File: src/rtl/sha256_pkg.sv
// rtl/sha256_pkg.sv - SHA-256 constants, state encoding and round helper functions
package sha256_pkg;

   localparam int WORDS_IN_CHUNK = 16;
   localparam int DIGEST_WORDS   = 8;

   typedef enum logic [1:0] {
      IDLE   = 2'd0,
      ROUND  = 2'd1,
      UPDATE = 2'd2,
      DIGEST = 2'd3
   } compressor_state_t;

   localparam logic [31:0] H_INIT [0:7] = '{
      32'h6a09e667, 32'hbb67ae85, 32'h3c6ef372, 32'ha54ff53a,
      32'h510e527f, 32'h9b05688c, 32'h1f83d9ab, 32'h5be0cd19
   };

   localparam logic [31:0] K [0:63] = '{
      32'h428a2f98, 32'h71374491, 32'hb5c0fbcf, 32'he9b5dba5, 32'h3956c25b, 32'h59f111f1, 32'h923f82a4, 32'hab1c5ed5,
      32'hd807aa98, 32'h12835b01, 32'h243185be, 32'h550c7dc3, 32'h72be5d74, 32'h80deb1fe, 32'h9bdc06a7, 32'hc19bf174,
      32'he49b69c1, 32'hefbe4786, 32'h0fc19dc6, 32'h240ca1cc, 32'h2de92c6f, 32'h4a7484aa, 32'h5cb0a9dc, 32'h76f988da,
      32'h983e5152, 32'ha831c66d, 32'hb00327c8, 32'hbf597fc7, 32'hc6e00bf3, 32'hd5a79147, 32'h06ca6351, 32'h14292967,
      32'h27b70a85, 32'h2e1b2138, 32'h4d2c6dfc, 32'h53380d13, 32'h650a7354, 32'h766a0abb, 32'h81c2c92e, 32'h92722c85,
      32'ha2bfe8a1, 32'ha81a664b, 32'hc24b8b70, 32'hc76c51a3, 32'hd192e819, 32'hd6990624, 32'hf40e3585, 32'h106aa070,
      32'h19a4c116, 32'h1e376c08, 32'h2748774c, 32'h34b0bcb5, 32'h391c0cb3, 32'h4ed8aa4a, 32'h5b9cca4f, 32'h682e6ff3,
      32'h748f82ee, 32'h78a5636f, 32'h84c87814, 32'h8cc70208, 32'h90befffa, 32'ha4506ceb, 32'hbef9a3f7, 32'hc67178f2
   };

   function automatic logic [31:0] ror(input logic [31:0] x, input int n);
      return (x >> n) | (x << (32 - n));
   endfunction

   // Big sigma 0, applied to working variable a
   function automatic logic [31:0] bsig0(input logic [31:0] x);
      return ror(x, 2) ^ ror(x, 13) ^ ror(x, 22);
   endfunction

   // Big sigma 1, applied to working variable e
   function automatic logic [31:0] bsig1(input logic [31:0] x);
      return ror(x, 6) ^ ror(x, 11) ^ ror(x, 25);
   endfunction

   // Small sigma 0, message schedule expansion
   function automatic logic [31:0] ssig0(input logic [31:0] x);
      return ror(x, 7) ^ ror(x, 18) ^ (x >> 3);
   endfunction

   // Small sigma 1, message schedule expansion
   function automatic logic [31:0] ssig1(input logic [31:0] x);
      return ror(x, 17) ^ ror(x, 19) ^ (x >> 10);
   endfunction

   function automatic logic [31:0] ch(input logic [31:0] x, input logic [31:0] y, input logic [31:0] z);
      return (x & y) ^ (~x & z);
   endfunction

   function automatic logic [31:0] maj(input logic [31:0] x, input logic [31:0] y, input logic [31:0] z);
      return (x & y) ^ (x & z) ^ (y & z);
   endfunction

endpackage

File: src/rtl/sha256_round.sv
// rtl/sha256_round.sv - one combinational SHA-256 compression round
module sha256_round
   import sha256_pkg::*;
(
   input  logic [7:0][31:0] state_in,
   input  logic [31:0]      k,
   input  logic [31:0]      w,
   output logic [7:0][31:0] state_out
);

   // Word 0 is a, word 7 is h
   logic [31:0] t1;
   logic [31:0] t2;

   // Standard round: two temporaries, then rotate the working variables
   always_comb begin
      t1 = state_in[7] + bsig1(state_in[4]) + ch(state_in[4], state_in[5], state_in[6]) + k + w;
      t2 = bsig0(state_in[0]) + maj(state_in[0], state_in[1], state_in[2]);
      state_out[0] = t1 + t2;
      state_out[1] = state_in[0];
      state_out[2] = state_in[1];
      state_out[3] = state_in[2];
      state_out[4] = state_in[3] + t1;
      state_out[5] = state_in[4];
      state_out[6] = state_in[5];
      state_out[7] = state_in[6];
   end

endmodule

File: src/rtl/sha256_compressor.sv
// rtl/sha256_compressor.sv - SHA-256 chunk compressor with hash accumulation and digest output
module sha256_compressor
   import sha256_pkg::*;
#(
   parameter int UNROLL = 1
) (
   input  logic                                    clk,
   input  logic                                    rst_n,
   output logic                                    chunk_in_rdy,
   input  logic                                    chunk_in_vld,
   input  logic [WORDS_IN_CHUNK-1:0][31:0]         chunk_in,
   input  logic                                    chunk_in_last,
   input  logic                                    digest_rdy,
   output logic                                    digest_vld,
   output logic [DIGEST_WORDS-1:0][31:0]           digest,
   output logic                                    busy
);

   // UNROLL must divide 64 evenly (1, 2 or 4) so the last step lands on t = 63
   compressor_state_t                       state;
   logic [5:0]                              t;
   logic [WORDS_IN_CHUNK-1:0][31:0]         w_win;
   logic [DIGEST_WORDS-1:0][31:0]           hv;
   logic [DIGEST_WORDS-1:0][31:0]           wv;
   logic [DIGEST_WORDS-1:0][31:0]           round_out;
   logic [DIGEST_WORDS-1:0][31:0]           h_sum;
   logic                                    last_q;
   logic [WORDS_IN_CHUNK+UNROLL-1:0][31:0]  ext;

   // Window extended by the UNROLL words needed after this step; later words may
   // depend on earlier new ones, so they are built in order inside one function
   function automatic logic [WORDS_IN_CHUNK+UNROLL-1:0][31:0] extend(input logic [WORDS_IN_CHUNK-1:0][31:0] win);
      logic [WORDS_IN_CHUNK+UNROLL-1:0][31:0] e;
      e = '0;
      e[WORDS_IN_CHUNK-1:0] = win;
      for (int j = 0; j < UNROLL; j++) begin
         e[16+j] = ssig1(e[14+j]) + e[9+j] + ssig0(e[1+j]) + e[j];
      end
      return e;
   endfunction

   assign ext = extend(w_win);

   // Chain of UNROLL rounds; window word i feeds round t+i
   for (genvar i = 0; i < UNROLL; i++) begin : g_rnd
      logic [DIGEST_WORDS-1:0][31:0] s_in;
      logic [DIGEST_WORDS-1:0][31:0] s_out;
      if (i == 0) begin : g_first
         assign s_in = wv;
      end else begin : g_next
         assign s_in = g_rnd[i-1].s_out;
      end
      sha256_round u_round (
         .state_in  (s_in),
         .k         (K[t + 6'(i)]),
         .w         (ext[i]),
         .state_out (s_out)
      );
   end

   assign round_out = g_rnd[UNROLL-1].s_out;

   // Chunk result folded into the running hash, mod 2^32 per word
   always_comb begin
      h_sum = '0;
      for (int i = 0; i < DIGEST_WORDS; i++) begin
         h_sum[i] = hv[i] + wv[i];
      end
   end

   // Control FSM with registered handshake outputs
   always_ff @(posedge clk or negedge rst_n) begin
      if (!rst_n) begin
         state        <= IDLE;
         t            <= '0;
         w_win        <= '0;
         wv           <= '0;
         last_q       <= 1'b0;
         chunk_in_rdy <= 1'b0;
         digest_vld   <= 1'b0;
         digest       <= '0;
         busy         <= 1'b0;
         for (int i = 0; i < DIGEST_WORDS; i++) begin
            hv[i] <= H_INIT[i];
         end
      end else begin
         case (state)
            IDLE: begin
               if (chunk_in_rdy && chunk_in_vld) begin
                  w_win        <= chunk_in;
                  last_q       <= chunk_in_last;
                  wv           <= hv;
                  t            <= '0;
                  chunk_in_rdy <= 1'b0;
                  busy         <= 1'b1;
                  state        <= ROUND;
               end else begin
                  chunk_in_rdy <= 1'b1;
               end
            end
            ROUND: begin
               wv    <= round_out;
               w_win <= ext[UNROLL +: WORDS_IN_CHUNK];
               t     <= t + 6'(UNROLL);
               if (t == 6'(64 - UNROLL)) begin
                  state <= UPDATE;
               end
            end
            UPDATE: begin
               hv <= h_sum;
               if (last_q) begin
                  digest     <= h_sum;
                  digest_vld <= 1'b1;
                  state      <= DIGEST;
               end else begin
                  chunk_in_rdy <= 1'b1;
                  busy         <= 1'b0;
                  state        <= IDLE;
               end
            end
            DIGEST: begin
               if (digest_rdy) begin
                  digest_vld   <= 1'b0;
                  chunk_in_rdy <= 1'b1;
                  busy         <= 1'b0;
                  state        <= IDLE;
                  for (int i = 0; i < DIGEST_WORDS; i++) begin
                     hv[i] <= H_INIT[i];
                  end
               end
            end
            default: state <= IDLE;
         endcase
      end
   end

endmodule

File: config.mk
export PLATFORM = sky130hd
export DESIGN_NAME = sha256_compressor
export DESIGN_NICKNAME = d
export VERILOG_FILES = /design/src/rtl/sha256_pkg.sv /design/src/rtl/sha256_round.sv /design/src/rtl/sha256_compressor.sv
export SDC_FILE = /design/constraint.sdc
export NUM_CORES = 2
export LEC_CHECK = 0
export ABC_CLOCK_PERIOD_IN_PS = 16900
export CORE_MARGIN = 4
export CORE_UTILIZATION = 41
export DETAILED_ROUTE_END_ITERATION = 7
export PLACE_DENSITY = 0.63
export SLEW_MARGIN = 20
export SYNTH_ARGS = -nofsm -noshare
export SYNTH_HDL_FRONTEND = slang
export SYNTH_SLANG_ARGS = --single-unit
export TNS_END_PERCENT = 100
File: constraint.sdc
create_clock -name clk -period 16.9 [get_ports clk]
set_clock_uncertainty 0.15 [all_clocks]
set_input_delay 2.535 -clock clk [delete_from_list [all_inputs] [get_ports clk]]
set_output_delay 2.535 -clock clk [all_outputs]
set_load 0.01 [all_outputs]
* Yosys cells after proc, flatten, opt, wreduce, memory -nomap -nowiden
Memories as Yosys holds them, arrays and structs flattened. Index checks and enable logic that the tools add are counted.
Operators by class: bitwise operators 28, equality and inequality tests 9, add/subtract/negate cells 19, multiplexer cells 25, reduce and logical (&&, ||, !) cells 13, magnitude comparators 1
Operators by type and width (count):
- $pmux W256 S2 | 2
- $pmux W512 S2 | 1
- $add A32 B32 Y32 | 18
- $mux W256 | 2
- $mux W512 | 1
- $xor A32 B32 Y32 | 9
- $and A32 B32 Y32 | 5
- $mux W32 | 2
- $not A32 Y32 | 1
- $or A10 B32 Y32 | 1
- $or A13 B32 Y32 | 1
- $or A14 B32 Y32 | 1
- $or A15 B32 Y32 | 1
- $or A19 B32 Y32 | 1
- $or A21 B32 Y32 | 1
- $or A25 B32 Y32 | 1
- $or A26 B32 Y32 | 1
- $or A30 B32 Y32 | 1
- $or A7 B32 Y32 | 1
- $xor A32 B22 Y32 | 1
- $xor A32 B29 Y32 | 1
- $pmux W6 S2 | 1
- $ne A2 B2 Y1 const B | 5
- $reduce_and A3 Y1 | 3
- other kinds (18) | 33
Word-level totals: memories 1, bits in read-only memories 2048, word-level logic and storage cells 142, register bits after elaboration 1292, output and inout port bits 259
Memory list:
- (no name shown) | words 64, bits a word 32, read ports 1, clocked after Yosys merged registers in 0, write ports 0, RTL line sha256_compressor.sv:55 | .k (K[t + 6'(i)]),

* Logic depth before layout (Yosys ltp)
depth after elaboration 9, mapped depth 36, depth with buffers taken out 35

* By module
From an unflattened synthesis, not the netlist that was laid out.
Second synthesis, totals: cells, all modules 9930, area, all modules 82850.7 µm²
By module, submodules not included:
- sha256_compressor | sequential area each 32501.2 µm², cells each 8558, area an instance 71716.3 µm², instances 1
- sha256_round | sequential area each 0.0 µm², cells each 1372, area an instance 11134.4 µm², instances 1

* Worst setup path before layout
Ideal clock, no wire load.
kind register to register, start point register t[2], end point register wv, in the netlist g_rnd[0].s_in[29], arrival 7.251 ns, library setup time 0.082 ns, cell stages (with the launch flop) 34, period minus slack after synthesis 7.483 ns, setup slack 9.417 ns, path buffers 2, cells stage by stage dfrtp_1 clkinv_1 clkbuf_1 buf_1 ha_1 nor2b_1 a21o_1 nor2_1 o22ai_1 o21ai_0 fa_1 inv_1 ha_1 fa_1 a211oi_1 o211ai_1 nand2_1 o21ai_1 a211oi_1 o21ai_1 a21oi_1 xnor2_1 fa_1 ha_1 nand3_1 nand2_1 a21o_1 a21oi_1 o31ai_1 a21o_1 a21oi_1 xnor2_1 nor2_1 a31oi_1
On the way: longest elaborated chain between the ends 8
RTL lines:
- start, declared | RTL line sha256_compressor.sv:21 | logic [5:0] t;
- start signal, assigned | RTL line sha256_compressor.sv:104 | t <= t + 6'(UNROLL);
- $not A6 Y7 (implied by the code) | RTL line sha256_compressor.sv:55
- $mem_v2 Z64 W32
- $mux W32 (implied by the code) (2 in a row) | RTL line sha256_compressor.sv:55
- $add A32 B32 Y32 (2 in a row) | RTL line sha256_round.sv:17 | t1 = state_in[7] + bsig1(state_in[4]) + ch(state_in[4], state_in[5], state_in[6]) + k + w;
- $add A32 B32 Y32 | RTL line sha256_round.sv:19 | state_out[0] = t1 + t2;
- $pmux W256 S2 | RTL line sha256_compressor.sv:87 | case (state)
- end signal, assigned | RTL line sha256_compressor.sv:92 | wv <= hv;
- end signal, assigned | RTL line sha256_compressor.sv:102 | wv <= round_out;
- end, declared | RTL line sha256_compressor.sv:24 | logic [DIGEST_WORDS-1:0][31:0] wv;
Every way passes these cells. The select of a mux whose other input is x is not followed. A chain may end at the register's enable or synchronous reset.

* Worst setup path in the final report
start point register t[3], end point register wv, in the netlist g_rnd[0].s_in[28]
The elaborated chain is that of the path after synthesis.

==> results.tsv <==
stage	metric	value	unit
timing	Fin Hold WS	0.327	ns
worst_setup_path	stage delay of the slowest cell on the critical path	0.75	ns
place	hpwl dp	251	mm
hold_path	Tightest Hold Check Type	reg -> reg	
job	max_cap viols	0	
layout	fill cell instance count of the final layout	19000	
synthesis	share of the synthesized area in the top cell type	35.6	%
global_routing	pin count of the biggest net entering global routing	220	
synthesis	top-count cell post-synth	nand2_1	
global_routing	total routing resource utilization after global routing	31.1	%
synthesis	most used flip-flop cell after synthesis	dfrtp_1	
die	io pins	776	
worst_setup_path	arrival time of the worst setup path	9.74	ns
synthesis	number of warnings printed during yosys synthesis	0	
global_routing	antenna violations before repair	43	
timing	setup-violating endpoint count in the final report	0	
worst_setup_path	endpoint type of the worst setup path	register	
timing	Worst Max-Slew Pin Slew	1.15	ns
global_routing	total global routing overflow	0	
timing	top achievable clock speed	109	MHz
synthesis	number of synthesized flops with an enable pin	0	
cts	number of setup buffers added after CTS	0	
cts	clock tree from TritonCTS	built	
drt	count of nets left with antenna violations after detail routing	0	
cts	clock insertion delay at the later pin of the skew report	0.86	ns
die	horizontal extent of the die	453	µm
synthesis	top cell type by total area after synthesis	dfrtp_1	
worst_setup_path	WS Path Type	reg -> reg	
timing	Fin Setup TNS	0	ns
drt	length of the first detailed-routing pass in iterations	7	
timing	number of slew-limit violations in the final report	0	
synthesis	#FFs+latches synth	1292	
worst_setup_path	Worst Setup Start Kind	register	
timing	Final Hold Violating Endpoints	0	
die	starting density of the core	41.2	%
worst_setup_path	required time of the critical path	17.47	ns
timing	Tcrit/Tclk final	54.2	%
cts	post-CTS resize count	0	
layout	fraction of final layout cells sized beyond drive strength 1	5.73	%
place	Cells after DPL	12500	
drt	number of vias in the routed layout	73500	
drt	DRC violations left	0	
drt	via count normalized by instance count	5.73	
synthesis	number of different library cells in the post-synthesis netlist	88	
cts	clk buf depth	3	
synthesis	synthesized area per cell	8.41	µm²
synthesis	cell area after synthesis	81200	µm²
global_routing	wire length of the first global-routing pass	477	mm
drt	Iter 0 DRT Violations	7678	
worst_setup_path	cell with the biggest individual delay on the critical path	dfrtp_4	
worst_setup_path	CP max FO	63	
layout	Final Non-Filler Cells	12800	
global_routing	vias in the first global route	70000	
cts	CTS Hold Buffers Added	0	
die	die boundary height	453	µm
synthesis	Post-synth ARST share	100	%
synthesis	commonest cells in the synthesized netlist	nand2_1, dfrtp_1, nor2_1, a31oi_1, clkbuf_1	
synthesis	Post-Synthesis Cells	9658	
cts	number of buffers created by CTS	147	
timing	setup repair after global routing missed its margin	no	
run_status	result of the run	finished clean	
die	core box area	197000	µm²
layout	synth-to-layout area growth	18.0	%
synthesis	syn_nets	10800	
drt	total detailed-routing wirelength	330	mm
die	Std-Cell Rows	163	
timing	time the final worst path needs with I/O delays and setup	9.17	ns
place	RD Place Congestion	0.948	
drt	wire length per cell after detailed routing	25.7	µm
cts	clock input transition at the sequential cells of the worst setup and hold paths	0.06	ns
die	area of the die	205000	µm²
place	number of I/O port buffers	775	
cts	level count of the clock H-tree	4	
cts	cell at the root of the clock tree	clkbuf_16	
timing	normalized max-slew margin	23.4	%
layout	number of nets in the finished design	11100	
cts	clock sinks	1292	
synthesis	register area share after synthesis	40.0	%
synthesis	top area cells in the synthesized netlist	dfrtp_1, nand2_1, ha_1	
## final timing paths
path | from | endpoint | slack [ns] | depth (start not counted)
max | t[3] | g_rnd[0].s_in[28] | 7.73 | 29
max in group asynchronous | rst_n | ext[148] | 11.97 | 4
min | digest[208] | digest[208] | 0.33 | 2
max reg2reg | t[3] | g_rnd[0].s_in[28] | 7.73 | 29
min reg2reg | digest[208] | digest[208] | 0.33 | 2
min in group asynchronous | rst_n | digest[189] | 1.56 | 1
## cell type report
class	instances	area, µm²	area share [%]
Antenna cell	30	75.1	0.0783
Clock buffer	213	4220	4.40
Multi-Input combinational cell	7303	44800	46.7
Inverter	420	1580	1.64
Tap cell	2640	3300	3.45
Clock inverter	56	736	0.768
Sequential cell	1292	32500	33.9
Timing Repair Buffer	872	8640	9.02
## routing by layer
metal  vias to the layer above  part of all wire (%)  track usage, %  wire length, µm
li1                      33700                     -               -                -
met3                       547                   7.6            5.47            24900
met5                         -                 0.033               0              108
met1                     36100                    44            44.0           143000
met2                      3112                    44            46.8           146000
met4                        16                   4.6            13.6            15300
## placed cells by master (no fill, tap or decap), drive strengths merged, types with 14 or more instances in the layout
cell type	instances
clkinv	39
nor2	1061
nand3	77
xor2	238
o22ai	34
o211ai	41
o21a	49
mux2	52
clkdlybuf4s50	774
o31ai	24
a211oi	57
o21bai	43
nand4	24
diode	30
a22o	15
mux2i	20
a31o	14
fa	196
nand2	2001
inv	423
buf	98
maj3	21
a21o	155
nor2b	56
clkbuf	213
nor3	83
xnor2	346
dfrtp	1156
a31oi	747
o21ai	631
nand2b	74
o311ai	17
and3	41
a21oi	533
dfstp	136
or3	20
ha	399
o22a	24
## state kept, by name (all words and copies together) (netlist names)
signal	cells
ext	512
digest	256
g_rnd.s_in	256
hv	256
t	6
state	2
busy	1
chunk_in_rdy	1
digest_vld	1
last_q	1
## through the flow
step                utilization, %  worst slack (ns)  area [µm²]
finish                        48.6              7.73       95800
global route                  48.6              7.25       95800
CTS                           48.6              7.92       95800
detailed placement            46.0              7.96       90800
global placement              46.0              7.95       90800
floorplan                        -              9.42       81200
## worst max-delay path: cells and delay by family, from the launching register on
family | cells | cell delay, ns
DFF | 1 | 0.75
adders and majority gates | 5 | 2.21
buffers and inverters | 3 | 1.15
xor gates and xnor gates | 2 | 0.44
AOI/OAI and AO/OA | 16 | 3.57
and+or+nand+nor | 3 | 0.72
## kinds of logic (layout without fill, tap and decap cells)
family                   Yosys count  after routing  synth area share (%)
adder cells (fa/ha/maj)          616            616                  11.2
AO/OA/AOI/OAI                   2525           2525                  19.0
buffers and inverters           1063           1561                  4.91
multiplexers                      77             77                  1.11
other                              0             30                     0
AND/OR/NAND/NOR                 3501           3501                  17.4
flip-flops                      1292           1292                  40.0
XOR/XNOR                         584            584                  6.30
Power is left out: the tool's default activity adds up to more than one toggle a clock period on the data nets, which glitch-free logic cannot reach.
